## config.mk

```make
export PLATFORM = sky130hd
export DESIGN_NAME = lfsr_sng_multi
export DESIGN_NICKNAME = d
export VERILOG_FILES = /design/src/rtl/lfsr_sng_multi.sv
export SDC_FILE = /design/constraint.sdc
export NUM_CORES = 1
export LEC_CHECK = 0
export BUFFER_PORTS_ARGS = -buffer_cell sky130_fd_sc_hd__buf_2
export CAP_MARGIN = 20
export CORE_ASPECT_RATIO = 1.2
export CORE_MARGIN = 2
export CORE_UTILIZATION = 40
export CTS_CLUSTER_DIAMETER = 100
export CTS_CLUSTER_SIZE = 40
export DETAILED_ROUTE_END_ITERATION = 12
export PLACE_DENSITY_LB_ADDON = 0.25
export SLEW_MARGIN = 20
export SYNTH_ARGS = -nofsm -noshare
export SYNTH_HDL_FRONTEND = slang
export SYNTH_SLANG_ARGS = --single-unit
```

## constraint.sdc

```tcl
create_clock -name TRIG -period 2.5 [get_ports TRIG]
set_clock_uncertainty 0.15 [all_clocks]
set_input_delay 0.75 -clock TRIG [delete_from_list [all_inputs] [get_ports TRIG]]
set_output_delay 0.75 -clock TRIG [all_outputs]
set_load 0.005 [all_outputs]
```

## src/rtl/lfsr_sng_multi.sv

```systemverilog
// Fibonacci LFSR stochastic number generator with NCH decorrelated channels.
// Each channel compares a rotated, bit-reversed LFSR slice against its probability word.
module lfsr_sng_multi #(
   parameter int unsigned      WIDTH        = 16,
   parameter logic [WIDTH-1:0] TAPS         = 16'h8016,
   parameter int unsigned      OUT_W        = 8,
   parameter int unsigned      NCH          = 2,
   parameter int unsigned      ROT          = 5,
   parameter logic [WIDTH-1:0] DEFAULT_SEED = 16'hACE1
) (
   input  logic                   TRIG,
   input  logic                   RESET_n,
   input  logic                   EN,
   input  logic                   SEED_LD,
   input  logic [WIDTH-1:0]       SEED,
   input  logic [NCH*OUT_W-1:0]   P_IN,
   output logic [NCH-1:0]         SN_OUT,
   output logic [NCH*OUT_W-1:0]   RAND_OUT,
   output logic [WIDTH-1:0]       STATE,
   output logic                   RUNNING,
   output logic                   PERIOD_DONE,
   output logic                   LOCKUP
);

   typedef enum logic {IDLE, RUN} state_t;

   localparam logic [WIDTH-1:0] CNT_LAST = {{(WIDTH-1){1'b1}}, 1'b0};

   state_t           state_q, state_d;
   logic [WIDTH-1:0] lfsr_q;
   logic [WIDTH-1:0] cnt_q;
   logic [NCH-1:0]   sn_q;
   logic [NCH-1:0]   lt;
   logic             pd_q;
   logic             lock_q;
   logic             do_load;
   logic             do_shift;
   logic             do_recover;
   logic             fb;

   assign fb = ^(lfsr_q & TAPS);

   always_comb begin
      state_d    = state_q;
      do_load    = 1'b0;
      do_shift   = 1'b0;
      do_recover = 1'b0;
      if (SEED_LD) begin
         do_load = 1'b1;
         state_d = IDLE;
      end else begin
         case (state_q)
            IDLE: if (EN) state_d = RUN;
            RUN: begin
               // all-zero state is recovered regardless of EN; FSM stays in RUN
               if (lfsr_q == '0) do_recover = 1'b1;
               else if (EN)      do_shift   = 1'b1;
               else              state_d    = IDLE;
            end
            default: state_d = IDLE;
         endcase
      end
   end

   always_ff @(posedge TRIG or negedge RESET_n) begin
      if (!RESET_n) state_q <= IDLE;
      else          state_q <= state_d;
   end

   always_ff @(posedge TRIG or negedge RESET_n) begin
      if (!RESET_n) begin
         lfsr_q <= DEFAULT_SEED;
         cnt_q  <= '0;
         sn_q   <= '0;
         pd_q   <= 1'b0;
         lock_q <= 1'b0;
      end else begin
         pd_q   <= 1'b0;
         lock_q <= 1'b0;
         if (do_load) begin
            lfsr_q <= (SEED == '0) ? DEFAULT_SEED : SEED;
            cnt_q  <= '0;
         end else if (do_recover) begin
            lfsr_q <= DEFAULT_SEED;
            cnt_q  <= '0;
            lock_q <= 1'b1;
         end else if (do_shift) begin
            lfsr_q <= {lfsr_q[WIDTH-2:0], fb};
            if (cnt_q == CNT_LAST) begin
               cnt_q <= '0;
               pd_q  <= 1'b1;
            end else begin
               cnt_q <= cnt_q + WIDTH'(1);
            end
         end
         if (state_d == IDLE)
            sn_q <= '0;
         else if ((state_q == RUN) && EN)
            sn_q <= lt;
      end
   end

   for (genvar k = 0; k < NCH; k++) begin : g_ch
      localparam int unsigned SH = (k * ROT) % WIDTH;
      logic [OUT_W-1:0] rnd;
      // rnd[j] = (D rotl SH)[OUT_W-1-j], resolved to a constant LFSR bit index
      for (genvar j = 0; j < OUT_W; j++) begin : g_rev
         localparam int unsigned SRC = (OUT_W - 1 - j + WIDTH - SH) % WIDTH;
         assign rnd[j] = lfsr_q[SRC];
      end
      assign RAND_OUT[k*OUT_W +: OUT_W] = rnd;
      assign lt[k] = (rnd < P_IN[k*OUT_W +: OUT_W]);
   end

   assign STATE       = lfsr_q;
   assign RUNNING     = (state_q == RUN);
   assign SN_OUT      = sn_q;
   assign PERIOD_DONE = pd_q;
   assign LOCKUP      = lock_q;

endmodule

```

==> flow_summary_export.csv <==
group,metric,value,unit
place,globalplace.congestion,0.850,
status,status,"complete, no violations",
cells_and_area,nFillCells,627,
power,powerDensity,531,nW/µm²
floorplan,dieArea,7060,µm²
logic_synthesis,synthAdderAreaFrac,7.82,%
worst_setup_path,worstPathArrival,2350,ps
run,maxCapViolCount,0,
worst_setup_path,cp_slowest_cell,"dfrtp_1",
cts,ctsLongestPathBuffers,2,
timing,rsz0062_at_grt,"false",
place,post-dp-hpwl,5240,µm
timing,fmax,441,MHz
logic_synthesis,synthFlopType,"dfrtp_1",
worst_setup_path,crit_path_end_kind,"flop",
timing,hold_viol,0,
logic_synthesis,synthMuxAreaShare,2.35,%
floorplan,die_x,77.0,µm
detailed_routing,wire_per_inst,15.1,µm
logic_synthesis,syn-num-nets,348,
grt,gr-usage-met3,3.84,%
worst_setup_path,required,2590,ps
detailed_routing,postRouteAntennaNets,0,
logic_synthesis,synth-simple-area-share,22.6,%
grt,grt_usage,20.6,%
worst_setup_path,cpLargestDelayFamily,"simple AND/OR/NAND/NOR gates",
detailed_routing,dr.pass1.iters,4,
floorplan,row_count,31,
timing,setup_tns,0,ps
cts,tritoncts,"yes",
power,p_int,1.20,mW
logic_synthesis,synth_top_area_share,28.3,%
worst_setup_path,startpoint,"STATE[14]",
logic_synthesis,synth_compound_area_share,19.3,%
worst_setup_path,worstSetupStartpointType,"flop",
cells_and_area,insertedDiodeCount,0,
timing,drv_slew,0,
cts,numCtsBuffers,5,
place,portBuffers,72,
detailed_routing,drt-total-wl,6740,µm
cts,h-tree-depth,2,
power,p_clk_share,38.5,%
worst_setup_path,cp.buffers_inverters,0,
min_path,hp-class,"in2async",
worst_setup_path,worstPathMaxFanout,8,
floorplan,start_util,41.8,%
logic_synthesis,synthXorXnorAreaFrac,1.71,%
logic_synthesis,synthArstFlopShare,100,%
power,seqPwrFrac,42.1,%
detailed_routing,drt_iter0_markers,134,
logic_synthesis,netlist_area,2560,µm²
power,vdd_drop_max,0.000270,V
cells_and_area,final_cells,448,
cts,path_clk_slew,80,ps
power,p_switching,0.455,mW
power,p_sw_share,27.5,%
cts,insertion_delay,300,ps
floorplan,die_y,91.6,µm
worst_setup_path,cpPeakStageDelay,470,ps
worst_setup_path,rr_startpoint,"STATE[14]",
logic_synthesis,synth-edff-count,0,
worst_setup_path,crit_type,"reg2reg",
cells_and_area,layout-drive-gt1-share,30.9,%
grt,first_global_vias,2466,
power,p_leak,1.53,nW
cts,cts_root_buf,"clkbuf_8",
timing,fin_crit,2270,ps
logic_synthesis,synthTopCellsByArea,"dfrtp_1, dfstp_2, ha_1, a21oi_1, buf_4",
grt,globalRoute.totalOverflow,0,
timing,fin_crit_sh,90.7,%
place,place_ws,153,ps
grt,antenna_found_initial,0,
logic_synthesis,synth_top_family_by_area,"simple AND/OR/NAND/NOR gates",
cts,clock-sinks,37,
logic_synthesis,synth_seq_cells,37,
grt,grt_pass1_wl,11500,µm
detailed_routing,via_per_inst,5.43,
timing,setup_ws,233,ps
logic_synthesis,yosysTopAreaCell,"dfrtp_1",
cts,post_cts.repair.setup_buffers,0,
timing,tightest_slew,494,ps
grt,grt_start_max_net_pins,21,
logic_synthesis,ys_warn_count,0,
power,combPwrFrac,19.5,%
logic_synthesis,synth.distinct_cells,40,
grt,use_met1,23.9,%
logic_synthesis,seq_area_frac_synth,36.6,%
logic_synthesis,netlist_instances,296,
floorplan,core,6130,µm²
worst_setup_path,crit_chain,"nor4_2 > nand4_1 > or3_1 > a21oi_1 > a22o_1",
logic_synthesis,syn_avg_cell_area,8.65,µm²
floorplan,ios,73,
timing,max-slew-margin-rel,66.2,%
grt,grt-busiest-layer,"met2",
power,total_power,1.65,mW
cells_and_area,num-nets-final,417,
timing,setup_viol,0,
detailed_routing,drc,0,
grt,grt.met2_usage,37.9,%
detailed_routing,route.vias.total,2431,
place,post-place-cells,440,
cells_and_area,syn_to_final_growth,21.8,%
[cells in the mapped netlist (5+ instances only)]
library cell / n
dfrtp_1: 29
nand4_1: 6
clkbuf_1: 7
nand3_1: 9
buf_4: 17
ha_1: 16
nand2_1: 28
dfstp_2: 8
and3_1: 11
o31ai_1: 7
o21ai_0: 22
a21oi_1: 26
mux2i_1: 6
a21o_1: 7
inv_1: 18
o211ai_1: 5
nor2_1: 22
nor4_1: 7
[per-layer routing]
| layer | part of all wire [%] | vias up | routed length, µm |
|---|---|---|---|
| met5 | 0 | - | 0 |
| met4 | 1.8 | 0 | 119 |
| met3 | 4.6 | 9 | 312 |
| met2 | 54 | 66 | 3640 |
| met1 | 40 | 1162 | 2670 |
| li1 | - | 1194 | - |
[repair_timing]
action / CTS / global route
gates resized for setup: 0 / 1
endpoints found under the setup margin: 0 / 1
hold buffers: 0 / 0
[placed cells by master, fill, tap and decap left out, drive strengths merged, types with 3 or more instances in the layout]
| master | Yosys | final |
|---|---|---|
| xor2 | 3 | 3 |
| buf | 20 | 89 |
| a21oi | 27 | 27 |
| o211ai | 5 | 5 |
| clkbuf | 7 | 5 |
| nand2b | 4 | 4 |
| and2 | 4 | 4 |
| nor4 | 11 | 11 |
| nor2 | 22 | 22 |
| and3 | 11 | 11 |
| or4 | 5 | 5 |
| a21o | 7 | 7 |
| o21ai | 22 | 22 |
| nand3 | 9 | 9 |
| o31ai | 7 | 7 |
| ha | 16 | 16 |
| inv | 18 | 19 |
| and4 | 3 | 3 |
| mux2i | 6 | 6 |
| nand2 | 28 | 28 |
| nor3 | 3 | 3 |
| dfstp | 8 | 8 |
| dfrtp | 29 | 29 |
| nand4 | 6 | 6 |
[path summary, 6_finish.rpt]
kind	cells past startpoint	slack, ps	endpoint
min reg2reg	1	360	SN_OUT[0]
min in group TRIG	1	360	SN_OUT[0]
min	1	240	STATE[14]
max in group asynchronous	2	1420	STATE[11]
max reg2reg	5	230	SN_OUT[1]
max	5	230	SN_OUT[1]
[power by group through the flow]
stage | sequential, mW | combinational, mW | clock (mW)
2_1_floorplan | 0.708 | 0.185 | 0
3_3_place_gp | 0.707 | 0.319 | 0
3_5_place_dp | 0.708 | 0.325 | 0
4_1_cts | 0.697 | 0.327 | 0.646
5_1_grt | 0.703 | 0.366 | 0.674
6_report | 0.696 | 0.322 | 0.636
[kinds of logic (layout without fill, tap and decap cells)]
| group | Yosys count | in the layout |
|---|---|---|
| compound gates | 79 | 79 |
| xor+xnor | 5 | 5 |
| fa+ha+maj | 16 | 16 |
| buf+inv | 45 | 115 |
| flops | 37 | 37 |
| mux | 6 | 6 |
| simple gates | 108 | 108 |
[registers in the layout, indices dropped and copies added, names as in the netlist]
register	count
STATE	16
cnt_q	16
SN_OUT	2
LOCKUP	1
PERIOD_DONE	1
RUNNING	1
[stage by stage]
step           hold slack (ps)  utilization [%]  instance area [µm²]
5_1_grt                    273             50.9                 3120
3_3_place_gp               350             48.7                 2980
6_report                   243             50.9                 3120
2_1_floorplan              304                -                 2560
3_5_place_dp               351             48.7                 2980
4_1_cts                    251             50.9                 3120
[area by class of cell]
type	instances	area, µm²	area share, %
multi-input combinational	214	1380	44.1
timing repair buffer	89	500	16.0
inverter	18	67.6	2.17
clock inverter	3	68.8	2.21
sequential	37	936	30.0
tap	82	103	3.29
clock buffer	5	68.8	2.21
No activity file was read; power rests on OpenSTA's default activity.
